--- config.mk ---
export PLATFORM = sky130hd
export DESIGN_NAME = board_rx_assembler
export DESIGN_NICKNAME = d
export VERILOG_FILES = /design/src/rtl/board_rx_assembler.sv
export SDC_FILE = /design/constraint.sdc
export NUM_CORES = 1
export LEC_CHECK = 0
export CORE_MARGIN = 1.5
export CORE_UTILIZATION = 49
export DETAILED_ROUTE_END_ITERATION = 10
export MAX_ROUTING_LAYER = met4
export PLACE_DENSITY = 0.75
export SLEW_MARGIN = 5
export SYNTH_ARGS = -nofsm -noshare
export SYNTH_HDL_FRONTEND = slang
export SYNTH_SLANG_ARGS = --single-unit
--- constraint.sdc ---
create_clock -name clk_in -period 2.7 [get_ports clk_in]
set_input_delay 0.405 -clock clk_in [delete_from_list [all_inputs] [get_ports clk_in]]
set_output_delay 0.405 -clock clk_in [all_outputs]
set_load 0.02 [all_outputs]
--- src/rtl/board_rx_assembler.sv ---
// board_rx_assembler
//   Deframes a packed 9x9 Go board from a UART byte stream. A frame is the
//   SYNC_BYTE marker followed by PAYLOAD_LEN payload bytes. When CHECKSUM_EN is
//   defined, one more byte follows: the XOR of the payload bytes. Payload byte k,
//   bits [2j+1:2j], carry cell 4k+j, and cell i lands at row i/9, column i%9.
//   Incoming cells build up in a shadow buffer. The shadow is copied to
//   board_out in a single cycle, and only for a frame that validates, so
//   board_out never shows a partial or rejected frame.
//   Optional feature macro: CHECKSUM_EN (adds the CHECK state and checksum byte).
// Ports
//   clk_in     in   system clock
//   reset      in   synchronous, active-high reset
//   rx_data    in   [7:0] byte from the UART receiver
//   rx_valid   in   one-cycle strobe per received byte
//   board_out  out  committed board, board_out[row][col] is a 2-bit cell
//   rx_ready   out  sticky high after the first committed frame
//   new_board  out  one-cycle pulse per commit
//   frame_err  out  one-cycle pulse per discarded frame
//   err_cnt    out  [7:0] saturating count of discarded frames
module board_rx_assembler #(
  parameter logic [7:0]  SYNC_BYTE   = 8'hA5,
  parameter int unsigned TIMEOUT_CYC = 1_000_000,
  parameter int unsigned PAYLOAD_LEN = 21
) (
  input  logic       clk_in,
  input  logic       reset,
  input  logic [7:0] rx_data,
  input  logic       rx_valid,
  output logic [1:0] board_out [0:8][0:8],
  output logic       rx_ready,
  output logic       new_board,
  output logic       frame_err,
  output logic [7:0] err_cnt
);

  localparam int unsigned   TW       = $clog2(TIMEOUT_CYC + 1);
  localparam logic [TW-1:0] TMO_LAST = TW'(TIMEOUT_CYC - 1);
  localparam logic [4:0]    LAST_IDX = 5'(PAYLOAD_LEN - 1);

  typedef enum logic [1:0] {
    S_IDLE    = 2'd0,
    S_PAYLOAD = 2'd1,
`ifdef CHECKSUM_EN
    S_CHECK   = 2'd2,
`endif
    S_COMMIT  = 2'd3
  } state_t;

  state_t        state_q, state_d;
  logic [4:0]    idx_q, idx_d;
  logic [TW-1:0] timer_q, timer_d;
  logic [1:0]    shadow_q [0:8][0:8];
  logic [1:0]    shadow_d [0:8][0:8];
  logic          bad_q, bad_d;
`ifdef CHECKSUM_EN
  logic [7:0]    csum_q, csum_d;
`endif
  logic [1:0]    board_q [0:8][0:8];
  logic          rx_ready_q;
  logic          new_board_q;
  logic          frame_err_q;
  logic [7:0]    err_cnt_q;

  logic          commit;
  logic          discard;
  logic          tmo_hit;

  // The timer counts consecutive idle cycles. An accepted byte takes
  // precedence over an expiring timer.
  assign tmo_hit = !rx_valid && (timer_q == TMO_LAST);

  always_comb begin
    state_d  = state_q;
    idx_d    = idx_q;
    timer_d  = timer_q;
    shadow_d = shadow_q;
    bad_d    = bad_q;
`ifdef CHECKSUM_EN
    csum_d   = csum_q;
`endif
    commit   = 1'b0;
    discard  = 1'b0;

    case (state_q)
      S_IDLE: begin
        if (rx_valid && (rx_data == SYNC_BYTE)) begin
          state_d = S_PAYLOAD;
          idx_d   = '0;
          timer_d = '0;
          bad_d   = 1'b0;
`ifdef CHECKSUM_EN
          csum_d  = '0;
`endif
        end
      end

      S_PAYLOAD: begin
        if (rx_valid) begin
          timer_d = '0;
          // Scan all 81 cells and write the ones owned by this byte index.
          // This keeps every shadow index constant.
          for (int unsigned r = 0; r < 9; r++) begin
            for (int unsigned c = 0; c < 9; c++) begin
              if (idx_q == 5'((r * 9 + c) >> 2)) begin
                shadow_d[r][c] = rx_data[2 * ((r * 9 + c) % 4) +: 2];
                if (rx_data[2 * ((r * 9 + c) % 4) +: 2] == 2'b11) begin
                  bad_d = 1'b1;
                end
              end
            end
          end
`ifdef CHECKSUM_EN
          csum_d = csum_q ^ rx_data;
`endif
          if (idx_q == LAST_IDX) begin
`ifdef CHECKSUM_EN
            state_d = S_CHECK;
`else
            if (bad_d) begin
              discard = 1'b1;
              state_d = S_IDLE;
            end else begin
              state_d = S_COMMIT;
            end
`endif
          end else begin
            idx_d = idx_q + 5'd1;
          end
        end else if (tmo_hit) begin
          discard = 1'b1;
          state_d = S_IDLE;
        end else begin
          timer_d = timer_q + 1'b1;
        end
      end

`ifdef CHECKSUM_EN
      S_CHECK: begin
        if (rx_valid) begin
          timer_d = '0;
          // An illegal cell seen earlier is reported here, at the end of the frame.
          if (bad_q || (rx_data != csum_q)) begin
            discard = 1'b1;
            state_d = S_IDLE;
          end else begin
            state_d = S_COMMIT;
          end
        end else if (tmo_hit) begin
          discard = 1'b1;
          state_d = S_IDLE;
        end else begin
          timer_d = timer_q + 1'b1;
        end
      end
`endif

      S_COMMIT: begin
        // Any byte that arrives in this cycle is dropped.
        commit  = 1'b1;
        state_d = S_IDLE;
      end

      default: state_d = S_IDLE;
    endcase
  end

  always_ff @(posedge clk_in) begin
    if (reset) begin
      state_q     <= S_IDLE;
      idx_q       <= '0;
      timer_q     <= '0;
      shadow_q    <= '{default: '0};
      bad_q       <= 1'b0;
`ifdef CHECKSUM_EN
      csum_q      <= '0;
`endif
      board_q     <= '{default: '0};
      rx_ready_q  <= 1'b0;
      new_board_q <= 1'b0;
      frame_err_q <= 1'b0;
      err_cnt_q   <= '0;
    end else begin
      state_q     <= state_d;
      idx_q       <= idx_d;
      timer_q     <= timer_d;
      shadow_q    <= shadow_d;
      bad_q       <= bad_d;
`ifdef CHECKSUM_EN
      csum_q      <= csum_d;
`endif
      new_board_q <= commit;
      frame_err_q <= discard;
      if (commit) begin
        board_q    <= shadow_q;
        rx_ready_q <= 1'b1;
      end
      if (discard && (err_cnt_q != 8'hFF)) begin
        err_cnt_q <= err_cnt_q + 8'd1;
      end
    end
  end

  assign board_out = board_q;
  assign rx_ready  = rx_ready_q;
  assign new_board = new_board_q;
  assign frame_err = frame_err_q;
  assign err_cnt   = err_cnt_q;

endmodule
=== Yosys cells after proc, flatten, opt, wreduce, memory -nomap -nowiden ===
Index checks and enable logic that the tools add are counted.
Widths: inputs -> output; s select.

* $add $sub $neg: 3
* Muxes and demuxes: 259
* Multipliers: 0
* Bitwise logic cells: 0
* Reductions and logical operators: 32
* Divide/modulo/power cells: 0
* Shift operators: 0
* Order comparisons: 0
* Equality and inequality tests: 35

{| class="wikitable"
|+ Operators by type and width
! operator !! number
|-
| $mux 1 || 244
|-
| $reduce_and 3->1 || 24
|-
| $mux 20 || 3
|-
| $eq 5x4->1 const B || 8
|-
| $pmux 20 s2 || 1
|-
| $eq 5x5->1 const B || 5
|-
| $add 20x1->20 const B || 1
|-
| $eq 20x20->1 const B || 1
|-
| $eq 5x3->1 const B || 4
|-
| $mux 5 || 3
|-
| $eq 2x2->1 const B || 5
|-
| $eq 5x2->1 const B || 2
|-
| $mux 2 || 5
|-
| $pmux 5 s2 || 1
|-
| $ne 3x3->1 const B || 3
|-
| $add 8x1->8 const B || 1
|-
| $eq 8x8->1 const B || 1
|-
| $ne 8x8->1 const B || 1
|-
| $ne 2x2->1 const B || 3
|-
| $add 5x1->5 const B || 1
|-
| $eq 5x1->1 const B || 1
|-
| $logic_not 5->1 || 1
|-
| $pmux 2 s2 || 1
|-
| $reduce_and 4->1 || 1
|-
| other kinds (6) || 8
|}

* Memories kept: 0
* Memory bits (writable): 0
* Bits in read-only memories: 0
* Bits of input ports: 11
* Bits in latches: 0
* Output and inout bits: 173
* Bits in registers: 363
* Logic and storage cells: 499

=== Logic depth before layout (Yosys ltp) ===
* Depth after elaboration: 242
* Gate-level depth with buffers: 11
* Mapped depth without buffers: 9

=== Worst setup path before layout ===
OpenSTA, ideal clock, no wires.

* Path type: reg2reg
* Start point: register idx_q[0]
* End point: register err_cnt_q[2] (netlist: err_cnt[2])
* Data required time: 2579 ps
* Path slack: 19 ps
* Period minus slack after synthesis: 2681 ps
* Path buffers: 2
* Data arrival time: 2560 ps
* Library setup time: 121 ps
* Stages on the path, launching flop included: 11
* Path through: dfxtp_1 > inv_1 > ha_1 > clkbuf_1 > nor2b_1 > clkbuf_1 > and3_1 > or4_4 > o211a_1 > o21ai_1 > mux2_2

* Word-level cells in the longest chain between the ends: 241
* Elaborated cells on any way between the ends: 261
* Classes of those cells: eq/ne (20); mux (239); reduce/logical (2)

{| class="wikitable"
|+ RTL lines
! what !! line !! source
|-
| from (decl) || 50 || <nowiki>logic [4:0] idx_q, idx_d;</nowiki>
|-
| from (signal assigned) || 184 || <nowiki>idx_q <= idx_d;</nowiki>
|-
| $logic_not 5->1 || 104 || <nowiki>if (idx_q == 5'((r * 9 + c) >> 2)) begin</nowiki>
|-
| $mux 1 || 104 ||
|-
| $mux 1 || 106 || <nowiki>if (rx_data[2 * ((r * 9 + c) % 4) +: 2] == 2'b11) begin</nowiki>
|-
| $mux 1 || 104 ||
|-
| $mux 1 || 98 || <nowiki>if (rx_valid) begin</nowiki>
|-
| $mux 1 || 84 || <nowiki>case (state_q)</nowiki>
|-
| $mux 1 || 106 ||
|-
| $mux 1 || 104 ||
|-
| [... 225 more ...] || n/a ||
|-
| $mux 1 || 104 ||
|-
| $mux 1 || 98 ||
|-
| $mux 1 || 84 ||
|-
| $mux 1 || 119 || <nowiki>if (bad_d) begin</nowiki>
|-
| $mux 1 * || 115 || <nowiki>if (idx_q == LAST_IDX) begin</nowiki>
|-
| $mux 1 * || 98 ||
|-
| $mux 1 * || 84 ||
|-
| $logic_and 1x1->1 * || 197 || <nowiki>if (discard && (err_cnt_q != 8'hFF)) begin</nowiki>
|-
| to (signal assigned) || 198 || <nowiki>err_cnt_q <= err_cnt_q + 8'd1;</nowiki>
|-
| to (decl) || 62 || <nowiki>logic [7:0] err_cnt_q;</nowiki>
|}

Every way passes the cells marked *; elsewhere a longest branch is shown, timed or not. The select of a mux whose other input is x is not followed.
A chain may end at the register's enable or synchronous reset.

=== Final worst setup path ===
Same ends and word-level chain as after synthesis.

==> impl_metrics.json <==
{
  "ios": 184,
  "finClkSkew_ps": 21.4,
  "ant_nets": 0,
  "start_kind": "register",
  "hold_class": "in2reg",
  "synthCells": 1555,
  "syn_nets": 1573,
  "use_met3_pct": 3.90,
  "p_per_area_mw_per_mm2": 630,
  "ys_top_cells_by_area": "dfxtp_1 (54%), nand2_1 (11%), mux2i_1 (10%)",
  "cts_buffers": 37,
  "antenna_found_initial": 0,
  "grt-busiest-layer": "met2",
  "synth.avg_cell_area_sq_um": 8.64,
  "cts_buffer_depth": 3,
  "multi_input_area_sq_mm": 0.00574,
  "rsz0062_at_grt": "false",
  "num_rows": 60,
  "ir_worst_vdd_mv": 0.445,
  "die_h_microns": 169,
  "final.period_utilization_pct": 93.2,
  "critPathRequiredTime_ps": 3100,
  "worstSetupPathType": "reg2reg",
  "h-tree-depth": 2,
  "power_mw": 10.8,
  "layout-drive-gt1-share_pct": 8.08,
  "fin_crit_ps": 2520,
  "n_antenna_cell": 0,
  "cp_max_fo": 6,
  "routabilityCongestion": 0.955,
  "postCtsSetupBuffers": 0,
  "clock-sinks": 363,
  "status": "finished, final reports clean",
  "grtUsageTotal_pct": 24.1,
  "worst_pin_slew_ps": 677,
  "yosys_warnings": 0,
  "vias_per_cell": 5.32,
  "synth-seq-area-share_pct": 54.1,
  "fmax_mhz": 398,
  "grt_pass1_wl_microns": 53900,
  "syn_area_sq_mm": 0.0134,
  "synth_edf_count": 0,
  "ys_ff_latch": 363,
  "yosysUniqueCellTypes": 55,
  "p_leak_nw": 6.40,
  "vias": 11170,
  "cts_root_buf": "clkbuf_16",
  "cts_tree": "done",
  "num-fill-cells": 2235,
  "netlist.area_leader.share_pct": 54.1,
  "grt_overflow": 0,
  "use_met1_pct": 30.8,
  "synth_common_cells": "nand2_1 (388), dfxtp_1 (363), a21oi_1 (201), nor2_1 (182), mux2i_1 (137)",
  "area_growth_pct": 27.4,
  "wire_per_inst_microns": 16.1,
  "synth_top_area_cell": "dfxtp_1",
  "portBuffers": 183,
  "grt.met2_usage_pct": 40.2,
  "grt_pass1_vias": 10369,
  "critPathArrivalTime_ps": 2910,
  "dieArea_sq_mm": 0.0284,
  "hold_viol_final": 0,
  "maxSlewHeadroom_pct": 54.7,
  "nets": 1748,
  "dr.pass1.iters": 5,
  "drcViolationCount": 0,
  "drt_iter0_markers": 879,
  "die_w_microns": 169,
  "start_util_pct": 49.8,
  "setup.worst_path.end_class": "register",
  "hpwlAfterDp_microns": 21400,
  "core_area_sq_mm": 0.0270,
  "ys_async_sr_fraction_pct": 0,
  "setup_viol": 0,
  "seqCellArea_sq_mm": 0.00727,
  "yosys.cell_count.top_type": "nand2_1",
  "synthFlopType": "dfxtp_1",
  "tns_ps": 0,
  "grt_max_degree": 114,
  "totalWireLength_microns": 33800,
  "clk_pin_slew_worst_paths_ps": 60,
  "drv_slew": 0,
  "ctsHoldBuffers": 0,
  "clk_latency_ps": 520,
  "drv_cap": 0
}
## per-layer routing
| layer | share of wire (%) | up-vias |
|---|---|---|
| met5 | 0 | - |
| met4 | 1.6 | 0 |
| met3 | 6.2 | 43 |
| met2 | 48 | 353 |
| met1 | 44 | 5294 |
| li1 | - | 5480 |
## cells by family (layout without fill, tap and decap cells)
kind of cell,Yosys count,in the layout,synth area share (%)
multiplexers,142,142,10.6
AO/OA/AOI/OAI,230,230,9.24
AND/OR/NAND/NOR,680,680,20.9
buffers and inverters,115,318,3.24
XOR/XNOR,18,18,1.17
adder cells (fa/ha/maj),7,7,0.652
flip-flops,363,363,54.1
## stage by stage
stage | util [%] | hold slack, ps | setup WS (ps) | cell area (sq um) | cells
floorplan | - | 431 | 18.9 | 13400 | 1555
global placement | 58.8 | 437 | -293 | 15800 | 2032
detailed placement | 58.8 | 442 | -296 | 15800 | 2032
CTS | 63.5 | 213 | 125 | 17100 | 2099
global route | 63.5 | 242 | 60.9 | 17100 | 2099
finish | 63.5 | 235 | 185 | 17100 | 2099
## layout make-up
class / instances / share of cell area (%)
sequential: 363 / 42.5
clock inverter: 11 / 0.702
multi-input combinational: 1077 / 33.6
tap: 341 / 2.49
timing repair buffer: 242 / 13.8
inverter: 9 / 0.197
clock buffer: 56 / 6.72
## report_power, final
| part | internal [mW] | total (mW) | leakage [nW] | switching [mW] |
|---|---|---|---|---|
| logic | 0.0535 | 0.216 | 2.86 | 0.162 |
| registers | 5.35 | 5.36 | 2.92 | 0.000262 |
| clock network | 3.14 | 5.20 | 0.620 | 2.06 |
## final timing paths
check | slack [ps] | from | end | cells past startpoint
worst min-delay path | 230 | reset | shadow_q[137] | 2
worst min register to register | 430 | shadow_q[129] | board_out[129] | 2
worst max register to register | 180 | idx_q[0] | err_cnt[2] | 9
worst max-delay path | 180 | idx_q[0] | err_cnt[2] | 9
## critical path, cell delays in order, from the launching register on
cell and delay [ps]:
dfxtp_2 370, inv_1 70, ha_1 260, buf_4 170, nor2_1 170, nor4_1 80, or4_4 540, o211a_1 260
o21ai_1 140, mux2_2 340
## cells in the final DEF (no fill, tap or decap), types with 3 or more instances in the layout
master and instances:
o21ai_0 5, nand2b_1 4, mux2_1 4, nor2_2 8, clkinv_2 4, ha_1 7, clkdlybuf4s50_1 182, a21oi_1 201
and3_1 11, xor2_1 15, clkbuf_1 6, nand4_1 9, nand3b_1 3, nand2_1 387, buf_12 7, clkbuf_16 39
clkbuf_8 11, inv_1 8, dfxtp_1 362, or3_1 3, nor2_1 182, xnor2_1 3, nand3_1 37, nor3_1 7
nor2b_1 9, buf_4 52, mux2i_1 137, clkinvlp_4 3
## registers in the layout, summed over array words and instances, names as in the netlist
signal	flops
board_out	162
shadow_q	162
timer_q	20
err_cnt	8
idx_q	5
state_q	2
bad_q	1
frame_err	1
new_board	1
rx_ready	1
## what timing repair did
item,in CTS,in global routing
resized for setup,0,1
endpoints found under the hold margin,0,0
setup endpoints to repair,0,1
No activity file was read; power rests on OpenSTA's default activity.
